==> config.mk <==
export PLATFORM = sky130hd
export DESIGN_NAME = clk_period_meter
export DESIGN_NICKNAME = d
export VERILOG_FILES = /design/src/rtl/clk_period_meter_pkg.sv /design/src/rtl/clk_period_meter_sync_edge_det.sv /design/src/rtl/clk_period_meter.sv
export SDC_FILE = /design/constraint.sdc
export NUM_CORES = 1
export LEC_CHECK = 0
export BUFFER_PORTS_ARGS = -buffer_cell sky130_fd_sc_hd__buf_2
export CORE_MARGIN = 3
export CORE_UTILIZATION = 60
export CTS_CLUSTER_SIZE = 20
export DETAILED_ROUTE_END_ITERATION = 8
export PLACE_DENSITY = 0.82
export SYNTH_ARGS = -nofsm -noshare
export SYNTH_HDL_FRONTEND = slang
export SYNTH_HIERARCHICAL = 1
export SYNTH_SLANG_ARGS = --single-unit
==> constraint.sdc <==
create_clock -name clk_in -period 3.6 [get_ports clk_in]
set_clock_uncertainty 0.2 [all_clocks]
set_input_delay 0.18 -clock clk_in [delete_from_list [all_inputs] [get_ports clk_in]]
set_output_delay 0.18 -clock clk_in [all_outputs]
set_load 0.02 [all_outputs]
==> src/rtl/clk_period_meter_pkg.sv <==
// Shared types and defaults for the clock period meter.
// FSM encoding is fixed so it stays stable across revisions.
package clk_period_meter_pkg;

  localparam int unsigned CNT_W_DEFAULT = 16;

  typedef enum logic [1:0] {
    ST_IDLE    = 2'd0,
    ST_ARM     = 2'd1,
    ST_MEASURE = 2'd2
  } meter_state_e;

endpackage

==> src/rtl/clk_period_meter_sync_edge_det.sv <==
// Multi-flop synchronizer for an asynchronous level plus a one-cycle rising-edge pulse.
module clk_period_meter_sync_edge_det #(
  parameter int unsigned SYNC_STAGES = 2
) (
  input  logic clk_in,
  input  logic rst,
  input  logic async_in,
  output logic sync,
  output logic edge_pulse
);

  logic [SYNC_STAGES-1:0] sync_q;
  logic                   sync_d_q;

  always_ff @(posedge clk_in) begin
    if (rst) begin
      sync_q   <= '0;
      sync_d_q <= 1'b0;
    end else begin
      sync_q   <= {sync_q[SYNC_STAGES-2:0], async_in};
      sync_d_q <= sync_q[SYNC_STAGES-1];
    end
  end

  assign sync       = sync_q[SYNC_STAGES-1];
  assign edge_pulse = sync_q[SYNC_STAGES-1] & ~sync_d_q;

endmodule

==> src/rtl/clk_period_meter.sv <==
// Measures period and high time of an asynchronous clock in clk_in cycles, with
// stopped-clock detection, expected-period match and a valid/ready result port.
module clk_period_meter
  import clk_period_meter_pkg::*;
#(
  parameter int unsigned CNT_W       = CNT_W_DEFAULT,
  parameter int unsigned SYNC_STAGES = 2,
  parameter int unsigned TIMEOUT     = 65535,
  parameter int unsigned EXP_PERIOD  = 2,
  parameter int unsigned TOL         = 0
) (
  input  logic             clk_in,
  input  logic             rst,
  input  logic             meas_clk,
  input  logic             en,
  output logic [CNT_W-1:0] period,
  output logic [CNT_W-1:0] high_cnt,
  output logic             valid,
  input  logic             ready,
  output logic             overrun,
  output logic             stopped,
  output logic             match
);

  localparam logic [CNT_W-1:0] TIMEOUT_C = CNT_W'(TIMEOUT);
  localparam logic [CNT_W-1:0] ONE_C     = CNT_W'(1);
  localparam logic [CNT_W:0]   EXP_C     = (CNT_W+1)'(EXP_PERIOD);
  localparam logic [CNT_W:0]   TOL_C     = (CNT_W+1)'(TOL);

  meter_state_e     state_q, state_d;
  logic [CNT_W-1:0] cnt_q, cnt_d, hcnt_q, hcnt_d;
  logic [CNT_W-1:0] period_q, period_d, high_q, high_d;
  logic             valid_q, valid_d, overrun_q, overrun_d;
  logic             stopped_q, stopped_d, match_q, match_d;

  logic             meas_sync, meas_edge;
  logic             capture;
  logic [CNT_W:0]   cnt_ext, mag;
  logic             period_ok;

  clk_period_meter_sync_edge_det #(
    .SYNC_STAGES(SYNC_STAGES)
  ) u_sync (
    .clk_in    (clk_in),
    .rst       (rst),
    .async_in  (meas_clk),
    .sync      (meas_sync),
    .edge_pulse(meas_edge)
  );

  always_comb begin
    state_d   = state_q;
    cnt_d     = cnt_q;
    hcnt_d    = hcnt_q;
    period_d  = period_q;
    high_d    = high_q;
    valid_d   = valid_q;
    overrun_d = overrun_q;
    stopped_d = stopped_q;
    match_d   = match_q;
    capture   = 1'b0;

    // Unsigned distance from the expected period, one bit wider to avoid wrap.
    cnt_ext = {1'b0, cnt_q};
    if (cnt_ext >= EXP_C) mag = cnt_ext - EXP_C;
    else                  mag = EXP_C - cnt_ext;
    period_ok = (mag <= TOL_C);

    if (!en) begin
      state_d   = ST_IDLE;
      cnt_d     = '0;
      hcnt_d    = '0;
      valid_d   = 1'b0;
      overrun_d = 1'b0;
      stopped_d = 1'b0;
      match_d   = 1'b0;
    end else begin
      unique case (state_q)
        ST_IDLE: begin
          cnt_d   = '0;
          hcnt_d  = '0;
          state_d = ST_ARM;
        end
        ST_ARM: begin
          if (meas_edge) begin
            cnt_d     = ONE_C;
            hcnt_d    = ONE_C;
            stopped_d = 1'b0;
            state_d   = ST_MEASURE;
          end
        end
        ST_MEASURE: begin
          // An edge on the timeout cycle still counts as a valid period.
          if (meas_edge) begin
            capture = 1'b1;
            cnt_d   = ONE_C;
            hcnt_d  = ONE_C;
          end else if (cnt_q == TIMEOUT_C) begin
            stopped_d = 1'b1;
            match_d   = 1'b0;
            cnt_d     = '0;
            hcnt_d    = '0;
            state_d   = ST_ARM;
          end else begin
            cnt_d  = cnt_q + ONE_C;
            hcnt_d = hcnt_q + {{(CNT_W-1){1'b0}}, meas_sync};
          end
        end
        default: state_d = ST_IDLE;
      endcase

      if (capture) begin
        period_d = cnt_q;
        high_d   = hcnt_q;
        match_d  = period_ok;
        valid_d  = 1'b1;
        if (valid_q && !ready) overrun_d = 1'b1;
      end else if (valid_q && ready) begin
        valid_d = 1'b0;
      end
    end
  end

  always_ff @(posedge clk_in) begin
    if (rst) begin
      state_q   <= ST_IDLE;
      cnt_q     <= '0;
      hcnt_q    <= '0;
      period_q  <= '0;
      high_q    <= '0;
      valid_q   <= 1'b0;
      overrun_q <= 1'b0;
      stopped_q <= 1'b0;
      match_q   <= 1'b0;
    end else begin
      state_q   <= state_d;
      cnt_q     <= cnt_d;
      hcnt_q    <= hcnt_d;
      period_q  <= period_d;
      high_q    <= high_d;
      valid_q   <= valid_d;
      overrun_q <= overrun_d;
      stopped_q <= stopped_d;
      match_q   <= match_d;
    end
  end

  assign period   = period_q;
  assign high_cnt = high_q;
  assign valid    = valid_q;
  assign overrun  = overrun_q;
  assign stopped  = stopped_q;
  assign match    = match_q;

endmodule

==> metrics.txt <==
Overflow after GRT=0; Worst-Skew Late Latency=0.35 ns; CTS root buffer=clkbuf_8; DIE AREA=0.00683 mm²; Req. time, crit path=3.68 ns; largest net degree at the start of global routing=38; clock network power share=45.4%; Synth area leaders=dfxtp_1, nand2_1, a21oi_1; GR peak layer=met2; top-area cell type share of the netlist area=41.5%; Critical Path Fanout Max=28; Post-CTS Resized=0; Final Hold Fails=0; GR Util met1=32.6%; WP buf/inv=1; share of cells above drive strength 1=14.6%; Rows=27; vias per cell=5.81; Clock Pin Slew Worst Setup and Hold Paths=0.08 ns; quantity of I/O buffers inserted on ports=40; pin slew with the least headroom to its limit=1.07 ns; Slew Limit Fails=0; area of the mapped netlist=0.00352 mm²; die height=82.6 µm; M3 GR Usage=6.29%; asr flop ratio synth=0%; cells along the critical path=inv_1 -> ha_1 -> nand3b_1 -> nor4_1 -> a21boi_2 -> o21ai_0 -> a31oi_1; Yosys top cell by area=dfxtp_1; max cap viols=0; net count after synthesis=468; met2 Track Usage GR=40.5%; die width=82.6 µm; slowest CP cell=a21boi_2; First DRT Iteration DRCs=215; most frequent cells in the layout=nand2_1, dfxtp_1, a21oi_1; Worst path max stage delay=0.88 ns; Hold Crit Start=rst; Leakage=1.45 nW; setup TNS=0 ns; Nets=492; Syn Inst Count=452; Min-Delay Path Class=in -> reg; DRC=0; register share of total power=51.5%; Syn. warnings=6; Layout area overhead=11.8%; final worst-path cycle share=80.1%; Relative slew margins=28.5%; effective utilization at floorplan=62.8%; Post-CTS Setup Repair Bufs=0; RSZ-0062 raised after global routing=false; Core ar.=0.00561 mm²; R2R Setup Slk=0.72 ns; antenna diode count=0; final instance area=0.00394 mm²; clock buffer depth=2; gr usage total=25.3%; crit path kind=reg -> reg; router iterations before antenna repair=5; WP data arrival=2.96 ns; Vias=3215; Net Sw Frac=21.9%; syn avg cell area=7.79 µm²; remaining antenna violation count=0; sequential area share after synthesis=41.5%; Reg-to-Reg Start=state_q[0]$_SDFFE_PP0P_; I/O pins=41; highest clock rate=0.347 GHz; Pint=1.24 mW; Netlist cell types=53; peak supply drop=302 µV; Post-DP Area=0.00370 mm²; number of global-route vias before repair=3021; commonest non-fill, non-tap cell in the layout=nand2_1; number of synthesized flops with an enable pin=0; Num CTS Buffers=9; CTS sink cnt=73; Routed wire per std cell=14.2 µm; ys flop type=dfxtp_1; Critical Path Source Type=flop; Tmin final=2.88 ns; deepest level of the CTS H-tree=3; status=completed; CTS tree=done; GPL Wtd Cong=0.927; DP Wirelength=5290 µm; CP startpoint=state_q[0]$_SDFFE_PP0P_; Final setup viols=0; Synth Register Bits=73; type of element capturing the critical path=flop; CTS Hold Buffers Added=2; Net Sw Power=347 µW; Cell Pwr Density=402 mW/mm²; Comb pwr share=3.1%; final wirelength=7860 µm; antenna violations before repair=0; first-pass GRT wire length=13400 µm; CP delay by family, top=compound AO/OA/AOI/OAI gates
[sequential cells by signal, summed over array words and instances (netlist names)]
signal / count
cnt_q: 16
hcnt_q: 16
high_cnt: 16
match: 1
overrun: 1
period: 16
state_q: 2
stopped: 1
u_sync/sync_d_q: 1
u_sync/sync_q: 2
valid: 1
[synthesized netlist by cell type, drive strengths merged, types with 9 or more instances]
master and count:
a31oi 15, ha 11, buf 11, nand2b 10
nand2 101, dfxtp 73, nor2b 9, a21oi 52
nand3 15, inv 10, nor3 11, o21ai 20
clkbuf 22, nor2 17
[power groups by stage]
stage	registers [mW]	clock network, mW	logic [mW]
after floorplan	0.832	0	0.0381
after CTS	0.815	0.727	0.0490
after global placement	0.834	0	0.0454
after detailed placement	0.834	0	0.0468
after global routing	0.816	0.757	0.0549
final	0.816	0.719	0.0492
[layout make-up]
| cell class | instances | area (µm²) |
|---|---|---|
| clock inverters | 5 | 78.8 |
| clock buffers | 11 | 141 |
| multi-input cells | 336 | 1880 |
| well taps | 72 | 90.1 |
| inverters | 10 | 37.5 |
| repair buffers | 46 | 250 |
| flip-flops and latches | 73 | 1460 |
| fillers | 458 | 1670 |
[metrics by stage]
| step | std cells | hold slack [ns] | setup WS [ns] | total power, mW | utilization [%] |
|---|---|---|---|---|---|
| 2_1_floorplan | 452 | 0.0516 | 1.26 | 0.870 | - |
| 3_3_place_gp | 535 | 0.196 | 0.795 | 0.880 | 65.9 |
| 3_5_place_dp | 535 | 0.219 | 0.651 | 0.881 | 65.9 |
| 4_1_cts | 553 | 0.128 | 0.723 | 1.59 | 70.2 |
| 5_1_grt | 553 | 0.163 | 0.504 | 1.63 | 70.2 |
| 6_report | 553 | 0.140 | 0.718 | 1.58 | 70.2 |
[layer usage]
metal / up-vias / share of wire, % / wire [µm]
met5: - / 0 / 0
met1: 1470 / 45 / 3570
met4: 0 / 1.7 / 130
met3: 15 / 6.3 / 496
met2: 109 / 47 / 3660
li1: 1621 / - / -
[cell families after synthesis]
kind of cell,synth area share [%]
muxes,0.568
and+or+nand+nor,28.2
DFF,41.5
buffers and inverters,5.19
AOI/OAI and AO/OA,18.2
xor gates and xnor gates,2.49
adders and majority gates,3.91
[path summary, 6_finish.rpt]
check                                                    to  cells after the start
worst min-delay path            u_sync/sync_q[1]$_SDFF_PP0_                      2
worst max register to register       hcnt_q[5]$_SDFFE_PP0P_                      7
worst max-delay path                 hcnt_q[5]$_SDFFE_PP0P_                      7
worst min register to register  u_sync/sync_q[1]$_SDFF_PP0_                      1
Note: power is estimated with default switching activity, not from simulation.
